$ cat src/rtl/battle_menu_ctrl_if.sv
// Command handshake between the battle menu controller and the battle engine.
//   cmd_valid : a command is pending (menu controller drives)
//   cmd_id    : slot being issued, stable while cmd_valid (menu controller drives)
//   cmd_ready : battle engine accepts the command (engine drives)
interface battle_menu_ctrl_if;
   logic       cmd_valid;
   logic [2:0] cmd_id;
   logic       cmd_ready;

   modport master (output cmd_valid, output cmd_id, input cmd_ready);
   modport slave  (input cmd_valid, input cmd_id, output cmd_ready);
endinterface

$ cat src/rtl/battle_menu_ctrl.sv
// Cursor/selection controller for the battle menu box.
// Six slots: moves 0-3 on the bottom row, FIGHT (4) and RUN (5) on the top row.
// Ports:
//   clk, rst           clock; asynchronous active-low reset
//   menu_en            engine requests a player choice
//   move_en[3:0]       per-move selectable flags
//   btn_up/down/left/right/a/b   debounced level buttons
//   cmd (master)       cmd_valid/cmd_id out, cmd_ready in
//   menu_vis           menu box shown
//   cursor[2:0]        highlighted slot
//   hl_on              highlight blink phase
module battle_menu_ctrl #(
   parameter logic [23:0] REPEAT_DELAY = 24'd12_500_000,
   parameter logic [23:0] REPEAT_RATE  = 24'd5_000_000,
   parameter logic [23:0] BLINK_CYCLES = 24'd6_250_000
) (
   input  logic               clk,
   input  logic               rst,
   input  logic               menu_en,
   input  logic [3:0]         move_en,
   input  logic               btn_up,
   input  logic               btn_down,
   input  logic               btn_left,
   input  logic               btn_right,
   input  logic               btn_a,
   input  logic               btn_b,
   battle_menu_ctrl_if.master cmd,
   output logic               menu_vis,
   output logic [2:0]         cursor,
   output logic               hl_on
);
   // After the first repeat tick the counter is rewound so that it reaches
   // REPEAT_DELAY again exactly REPEAT_RATE cycles later (REPEAT_RATE <= REPEAT_DELAY).
   localparam logic [23:0] REPEAT_RELOAD = REPEAT_DELAY - REPEAT_RATE + 24'd1;
   localparam logic [23:0] CNT_MAX       = 24'hFF_FFFF;

   typedef enum logic [1:0] {HIDDEN, BROWSE, ISSUE, WAIT_DROP} state_t;
   state_t state_reg, state_next;

   // Direction index: 0 up, 1 down, 2 left, 3 right
   logic [3:0] dir_btn;
   logic [3:0] dir_prev_reg;
   logic [3:0] dir_ev_reg;
   logic [3:0] dir_tick;
   logic       a_prev_reg, a_ev_reg;
   logic       b_prev_reg, b_ev_reg;

   logic [2:0]  cursor_reg, cursor_next;
   logic [2:0]  cmd_id_reg, cmd_id_next;
   logic        cmd_valid_reg, cmd_valid_next;
   logic [23:0] blink_cnt_reg;
   logic        blink_reg;

   assign dir_btn = {btn_right, btn_left, btn_down, btn_up};

   // Per-direction hold counters for auto-repeat
   genvar gi;
   generate
      for (gi = 0; gi < 4; gi++) begin : g_hold
         logic [23:0] hold_cnt_reg;
         always_ff @(posedge clk or negedge rst) begin
            if (!rst)
               hold_cnt_reg <= '0;
            else if (!dir_btn[gi])
               hold_cnt_reg <= '0;
            else if (!dir_prev_reg[gi])
               hold_cnt_reg <= 24'd1;
            else if (hold_cnt_reg == REPEAT_DELAY)
               hold_cnt_reg <= REPEAT_RELOAD;
            else if (hold_cnt_reg != CNT_MAX)
               hold_cnt_reg <= hold_cnt_reg + 24'd1;
         end
         assign dir_tick[gi] = dir_btn[gi] & dir_prev_reg[gi] & (hold_cnt_reg == REPEAT_DELAY);
      end
   endgenerate

   // Events are registered, so the FSM acts one cycle after the detected edge
   always_ff @(posedge clk or negedge rst) begin
      if (!rst) begin
         dir_prev_reg <= '0;
         dir_ev_reg   <= '0;
         a_prev_reg   <= 1'b0;
         a_ev_reg     <= 1'b0;
         b_prev_reg   <= 1'b0;
         b_ev_reg     <= 1'b0;
      end else begin
         dir_prev_reg <= dir_btn;
         dir_ev_reg   <= (dir_btn & ~dir_prev_reg) | dir_tick;
         a_prev_reg   <= btn_a;
         a_ev_reg     <= btn_a & ~a_prev_reg;
         b_prev_reg   <= btn_b;
         b_ev_reg     <= btn_b & ~b_prev_reg;
      end
   end

   // Blink runs only while browsing; any other state parks it at zero so
   // every entry into BROWSE starts from the same phase.
   always_ff @(posedge clk or negedge rst) begin
      if (!rst) begin
         blink_cnt_reg <= '0;
         blink_reg     <= 1'b0;
      end else if (state_reg != BROWSE) begin
         blink_cnt_reg <= '0;
         blink_reg     <= 1'b0;
      end else if (blink_cnt_reg >= BLINK_CYCLES - 24'd1) begin
         blink_cnt_reg <= '0;
         blink_reg     <= ~blink_reg;
      end else begin
         blink_cnt_reg <= blink_cnt_reg + 24'd1;
      end
   end

   always_ff @(posedge clk or negedge rst) begin
      if (!rst) begin
         state_reg     <= HIDDEN;
         cursor_reg    <= 3'd4;
         cmd_id_reg    <= 3'd0;
         cmd_valid_reg <= 1'b0;
      end else begin
         state_reg     <= state_next;
         cursor_reg    <= cursor_next;
         cmd_id_reg    <= cmd_id_next;
         cmd_valid_reg <= cmd_valid_next;
      end
   end

   // Highest-priority pending event consumes the cycle: A > B > up > down > left > right
   always_comb begin
      state_next     = state_reg;
      cursor_next    = cursor_reg;
      cmd_id_next    = cmd_id_reg;
      cmd_valid_next = cmd_valid_reg;
      case (state_reg)
         HIDDEN: begin
            if (menu_en)
               state_next = BROWSE;
         end
         BROWSE: begin
            if (!menu_en) begin
               state_next = HIDDEN;
            end else if (a_ev_reg) begin
               if (cursor_reg[2] || move_en[cursor_reg[1:0]]) begin
                  cmd_id_next    = cursor_reg;
                  cmd_valid_next = 1'b1;
                  state_next     = ISSUE;
               end
            end else if (b_ev_reg) begin
               cursor_next = 3'd4;
            end else if (dir_ev_reg[0]) begin
               if (!cursor_reg[2])
                  cursor_next = (cursor_reg == 3'd3) ? 3'd5 : 3'd4;
            end else if (dir_ev_reg[1]) begin
               if (cursor_reg[2])
                  cursor_next = (cursor_reg == 3'd5) ? 3'd3 : 3'd2;
            end else if (dir_ev_reg[2]) begin
               // top row toggles 4<->5; bottom row wraps through 2-bit arithmetic
               if (cursor_reg[2])
                  cursor_next = cursor_reg ^ 3'd1;
               else
                  cursor_next = {1'b0, cursor_reg[1:0] - 2'd1};
            end else if (dir_ev_reg[3]) begin
               if (cursor_reg[2])
                  cursor_next = cursor_reg ^ 3'd1;
               else
                  cursor_next = {1'b0, cursor_reg[1:0] + 2'd1};
            end
         end
         ISSUE: begin
            // menu_en is deliberately ignored: a pending command is never withdrawn
            if (cmd_valid_reg && cmd.cmd_ready) begin
               cmd_valid_next = 1'b0;
               state_next     = WAIT_DROP;
            end
         end
         WAIT_DROP: begin
            if (!menu_en)
               state_next = HIDDEN;
         end
         default: state_next = HIDDEN;
      endcase
   end

   assign menu_vis      = (state_reg == BROWSE) || (state_reg == ISSUE);
   assign hl_on         = (state_reg == ISSUE) || ((state_reg == BROWSE) && blink_reg);
   assign cursor        = cursor_reg;
   assign cmd.cmd_valid = cmd_valid_reg;
   assign cmd.cmd_id    = cmd_id_reg;
endmodule

$ cat src/flat_wrapper.sv
// flat-port wrapper written by rule: the top's interface ports become plain ports
module battle_menu_ctrl_flat 
#(
   parameter logic [23:0] REPEAT_DELAY = 24'd12_500_000,
   parameter logic [23:0] REPEAT_RATE  = 24'd5_000_000,
   parameter logic [23:0] BLINK_CYCLES = 24'd6_250_000
)
  (clk, rst, menu_en, move_en, btn_up, btn_down, btn_left, btn_right, btn_a, btn_b, menu_vis, cursor, hl_on, cmd_cmd_valid, cmd_cmd_id, cmd_cmd_ready);
  battle_menu_ctrl_if cmd_i ();
  input  logic clk;
  input  logic rst;
  input  logic menu_en;
  input  logic [3:0] move_en;
  input  logic btn_up;
  input  logic btn_down;
  input  logic btn_left;
  input  logic btn_right;
  input  logic btn_a;
  input  logic btn_b;
  output logic menu_vis;
  output logic [2:0] cursor;
  output logic hl_on;
  output wire logic [$bits(cmd_i.cmd_valid)-1:0] cmd_cmd_valid;
  output wire logic [$bits(cmd_i.cmd_id)-1:0] cmd_cmd_id;
  input wire logic [$bits(cmd_i.cmd_ready)-1:0] cmd_cmd_ready;
  assign cmd_cmd_valid = cmd_i.cmd_valid;
  assign cmd_cmd_id = cmd_i.cmd_id;
  assign cmd_i.cmd_ready = cmd_cmd_ready;
  battle_menu_ctrl #(.REPEAT_DELAY(REPEAT_DELAY), .REPEAT_RATE(REPEAT_RATE), .BLINK_CYCLES(BLINK_CYCLES)) u_core (.clk(clk), .rst(rst), .menu_en(menu_en), .move_en(move_en), .btn_up(btn_up), .btn_down(btn_down), .btn_left(btn_left), .btn_right(btn_right), .btn_a(btn_a), .btn_b(btn_b), .cmd(cmd_i), .menu_vis(menu_vis), .cursor(cursor), .hl_on(hl_on));
endmodule
$ cat config.mk
export PLATFORM = sky130hd
export DESIGN_NAME = battle_menu_ctrl_flat
export DESIGN_NICKNAME = d
export VERILOG_FILES = /design/src/rtl/battle_menu_ctrl_if.sv /design/src/rtl/battle_menu_ctrl.sv /design/src/flat_wrapper.sv
export SDC_FILE = /design/constraint.sdc
export NUM_CORES = 1
export LEC_CHECK = 0
export CAP_MARGIN = 20
export CORE_MARGIN = 5
export CORE_UTILIZATION = 45
export DETAILED_ROUTE_END_ITERATION = 12
export SYNTH_ARGS = -nofsm -noshare
export SYNTH_HDL_FRONTEND = slang
export SYNTH_SLANG_ARGS = --single-unit
$ cat constraint.sdc
create_clock -name clk -period 2.5 [get_ports clk]
set_input_delay 0.5 -clock clk [delete_from_list [all_inputs] [get_ports clk]]
set_output_delay 0.5 -clock clk [all_outputs]
set_load 0.05 [all_outputs]
==> Implementation_results.wiki <==
{| class="wikitable"
! Metric !! Value
|-
| CTS tree || built
|-
| Leak || 3.56 nW
|-
| Post-route core utilization || 0.537
|-
| Overall power of the completed layout || 6.47 mW
|-
| Drt drc || 0
|-
| Hold Vio Cnt, Final || 0
|-
| Number of cells traversed by the worst register-to-register path || 6
|-
| Final period demand of the worst path || 2.40 ns
|-
| Number of flops mapped to enable cells by yosys || 0
|-
| Maximum fanout along the worst path || 9
|-
| Switching power share of the total || 0.278
|-
| Flop-to-flop setup slack || 0.26 ns
|-
| Main flop type after synthesis || dfrtp_1
|-
| Clock tree root buffer cell || clkbuf_16
|-
| X dimension of the die || 140 um
|-
| Met3 routed WL || 681 um
|-
| Met2 wirelength from detailed routing || 8500 um
|-
| Number of violations of the max-capacitance limit || 0
|-
| Max-slew violations || 0
|-
| Setup Crit Path Kind || reg -> out
|-
| Number of filler instances in the final layout || 1508
|-
| Logic pwr share || 0.166
|-
| Clock network fraction of total power || 0.437
|-
| Sequential-to-total area share from yosys stat || 0.468
|-
| Area growth from synthesis to layout || 17.3%
|-
| Post-synthesis instance area || 7590 um2
|-
| Wire length on met1 || 8290 um
|-
| Final setup viols || 0
|-
| Total grt overflow || 0
|-
| Deepest level of the CTS H-tree || 4
|-
| Number of hold-repair buffers added at the cts stage || 0
|-
| Die boundary height || 140 um
|-
| Mapped Cells || 802
|-
| Number of nets at the end of the flow || 882
|-
| Peak VDD IR || 0.558 mV
|-
| Setup skew after layout || 0.00773 ns
|-
| Number of buffers inserted by port buffering || 22
|-
| Critical Path Sink || cursor[2]
|-
| Number of antenna violations at the first check in global routing || 0
|-
| Worst Hold Slack || 0.0685 ns
|-
| Core outline area || 16600 um2
|-
| Count of buffering cells on the critical path with inverters included || 1
|-
| Number of placed instances with taps included || 1054
|-
| Worst EP required || 2.00 ns
|-
| CP Depth || 1
|-
| Clock insertion delay at the later pin of the skew report || 0.42 ns
|-
| Run status || finished, final reports clean
|-
| Vias in the first global route || 6247
|-
| Async set-or-reset flop fraction in the synthesized netlist || 1.00
|-
| CTS sink cnt || 142
|-
| Endpoint of the lowest-slack register-to-register path || u_core.g_hold[1].hold_cnt_reg[2]
|-
| Net load switching power || 1.80 mW
|-
| Number of detailed-routing iterations run before antenna repair || 5
|-
| Cell with the largest stage delay on the worst path || clkdlybuf4s50_1
|-
| Ant. Diodes || 0
|-
| Proportion of layout cells with a drive suffix above 1 || 0.0960
|-
| CP max stage delay || 0.85 ns
|-
| Highest achievable clock rate || 417 MHz
|-
| Cell-by-cell trace of the critical path || clkdlybuf4s50_1
|-
| Total vias in the final route || 6338
|-
| Post-DRT Antenna Nets || 0
|-
| Final Cycle Share || 0.959
|-
| Wire per inst || 16.3 um
|-
| Pwr/cell area || 726 nW/um2
|-
| TritonCTS buffer count || 17
|-
| Iter 0 DRT Violations || 483
|-
| Post-CTS Setup Inserts || 0
|-
| Final TNS setup || 0 ns
|-
| Placement row count || 47
|-
| Startpoint Class || flop
|-
| Starting density of the core || 0.458
|-
| Hold Path Class || in -> async
|-
| First-pass GRT wire length || 30500 um
|-
| Last weighted congestion value of the routability-driven placer || 0.886
|-
| Tightest slew margin relative to the limit || 0.568
|-
| Placed wire-length estimate || 12400 um
|-
| Startpoint of the worst setup timing path || u_core.cursor[2]
|-
| RSZ-0062 raised after global routing || false
|-
| Count of placed standard cells in the final layout, fillers left out || 1085
|-
| Signal arrival time at the worst endpoint || 1.90 ns
|-
| Flip-flop count of the largest register, all copies and words added || 96
|-
| CTS max path bufs || 2
|-
| Yosys warning total || 0
|-
| Sequential group share of total power || 0.397
|-
| Measured slew at the worst slew-check pin || 0.648 ns
|-
| Pin count of the biggest net entering global routing || 70
|-
| Clk slew on worst S/H paths || 0.06 ns
|-
| Overall routed net length || 17700 um
|-
| I/O pins || 23
|-
| Number of synthesized register bits || 142
|-
| CP endpoint kind || output port
|-
| Internal || 4.67 mW
|-
| Top delay family on crit path || buffers and inverters
|-
| Highest metal layer with signal wires || met4
|-
| Cell variety after synth || 60
|-
| Die area || 19600 um2
|-
| Worst R2R Start || u_core.g_hold[1].hold_cnt_reg[13]
|-
| Via-to-Cell Ratio || 5.84
|-
| Mean Syn Cell Area || 9.46 um2
|-
| GRT Total Usage || 0.187
|-
| Total nets after synthesis || 831
|}
-- Yosys cell counts, drive strengths merged, types with 10 or more instances --
master | n | area [um2]
a31oi | 15 | 93.8
clkbuf | 10 | 38.8
ha | 15 | 188
inv | 29 | 109
xor2 | 29 | 254
nand3 | 55 | 280
dfrtp | 141 | 3530
nor2 | 64 | 240
nand4 | 34 | 213
xnor2 | 40 | 350
nor3 | 24 | 135
or3 | 20 | 125
and2 | 15 | 93.8
and3 | 28 | 180
nor4 | 21 | 153
nand2 | 57 | 214
o21ai | 43 | 215
and4 | 16 | 140
a21oi | 51 | 255
-- final cells by class --
| class | count | area (um2) | share of cell area |
|---|---|---|---|
| clock buffers | 21 | 480 | 0.0540 |
| clock inverters | 10 | 184 | 0.0207 |
| inverters | 29 | 109 | 0.0122 |
| multi-input cells | 615 | 3870 | 0.435 |
| flip-flops and latches | 142 | 3550 | 0.399 |
| well taps | 220 | 275 | 0.0309 |
| repair buffers | 48 | 425 | 0.0478 |
-- repair_timing --
action                                 CTS  global route
resized for setup                        1             2
endpoints found under the hold margin    0             0
setup endpoints to repair                1             5
cloned                                   0             0
-- power by group through the flow --
stage	sequential, mW	combinational [mW]	clock (mW)
2_1_floorplan	2.74	0.539	0
3_3_place_gp	2.59	1.06	0
3_5_place_dp	2.61	1.09	0
4_1_cts	2.57	1.09	2.88
5_1_grt	2.58	1.16	3.01
6_report	2.57	1.07	2.83
-- placed cells by master (no fill, tap or decap), types with 27 or more instances in the layout --
master / instances
nand2_1: 56
and3_1: 27
dfrtp_1: 141
inv_1: 29
xor2_1: 29
a21oi_1: 51
nor2_1: 64
xnor2_1: 40
o21ai_0: 43
nand3_1: 54
nand4_1: 34
-- worst min-delay path by stage --
stage,endpoint,cells past startpoint,slack (ns)
after CTS,u_core.blink_cnt_reg[19],1,0.10
after detailed placement,u_core.a_ev_reg,1,0.39
after floorplan,async pin,0,0.20
after global routing,u_core.blink_cnt_reg[19],1,0.14
after global placement,u_core.a_ev_reg,1,0.39
final,u_core.blink_cnt_reg[19],1,0.07
-- per-layer routing --
layer / vias up / global-route usage
li1: 3041 / -
met1: 3131 / 0.261
met2: 145 / 0.297
met3: 21 / 0.0401
met4: 0 / 0.0530
met5: - / 0
-- stage by stage --
step                      instance area, um2  setup slack, ns
after floorplan                         7590            0.310
after global placement                  8230            0.177
after detailed placement                8230            0.154
after CTS                               8900           0.0710
after global routing                    8900           0.0445
final                                   8900            0.103
-- kinds of logic after synthesis --
family	synth area share
DFF	0.468
and+or+nand+nor	0.278
buffers and inverters	0.0236
adders and majority gates	0.0247
xor gates and xnor gates	0.0796
muxes	0.0129
other	0.000494
AOI/OAI and AO/OA	0.112
(Power assumes the default switching activity.)
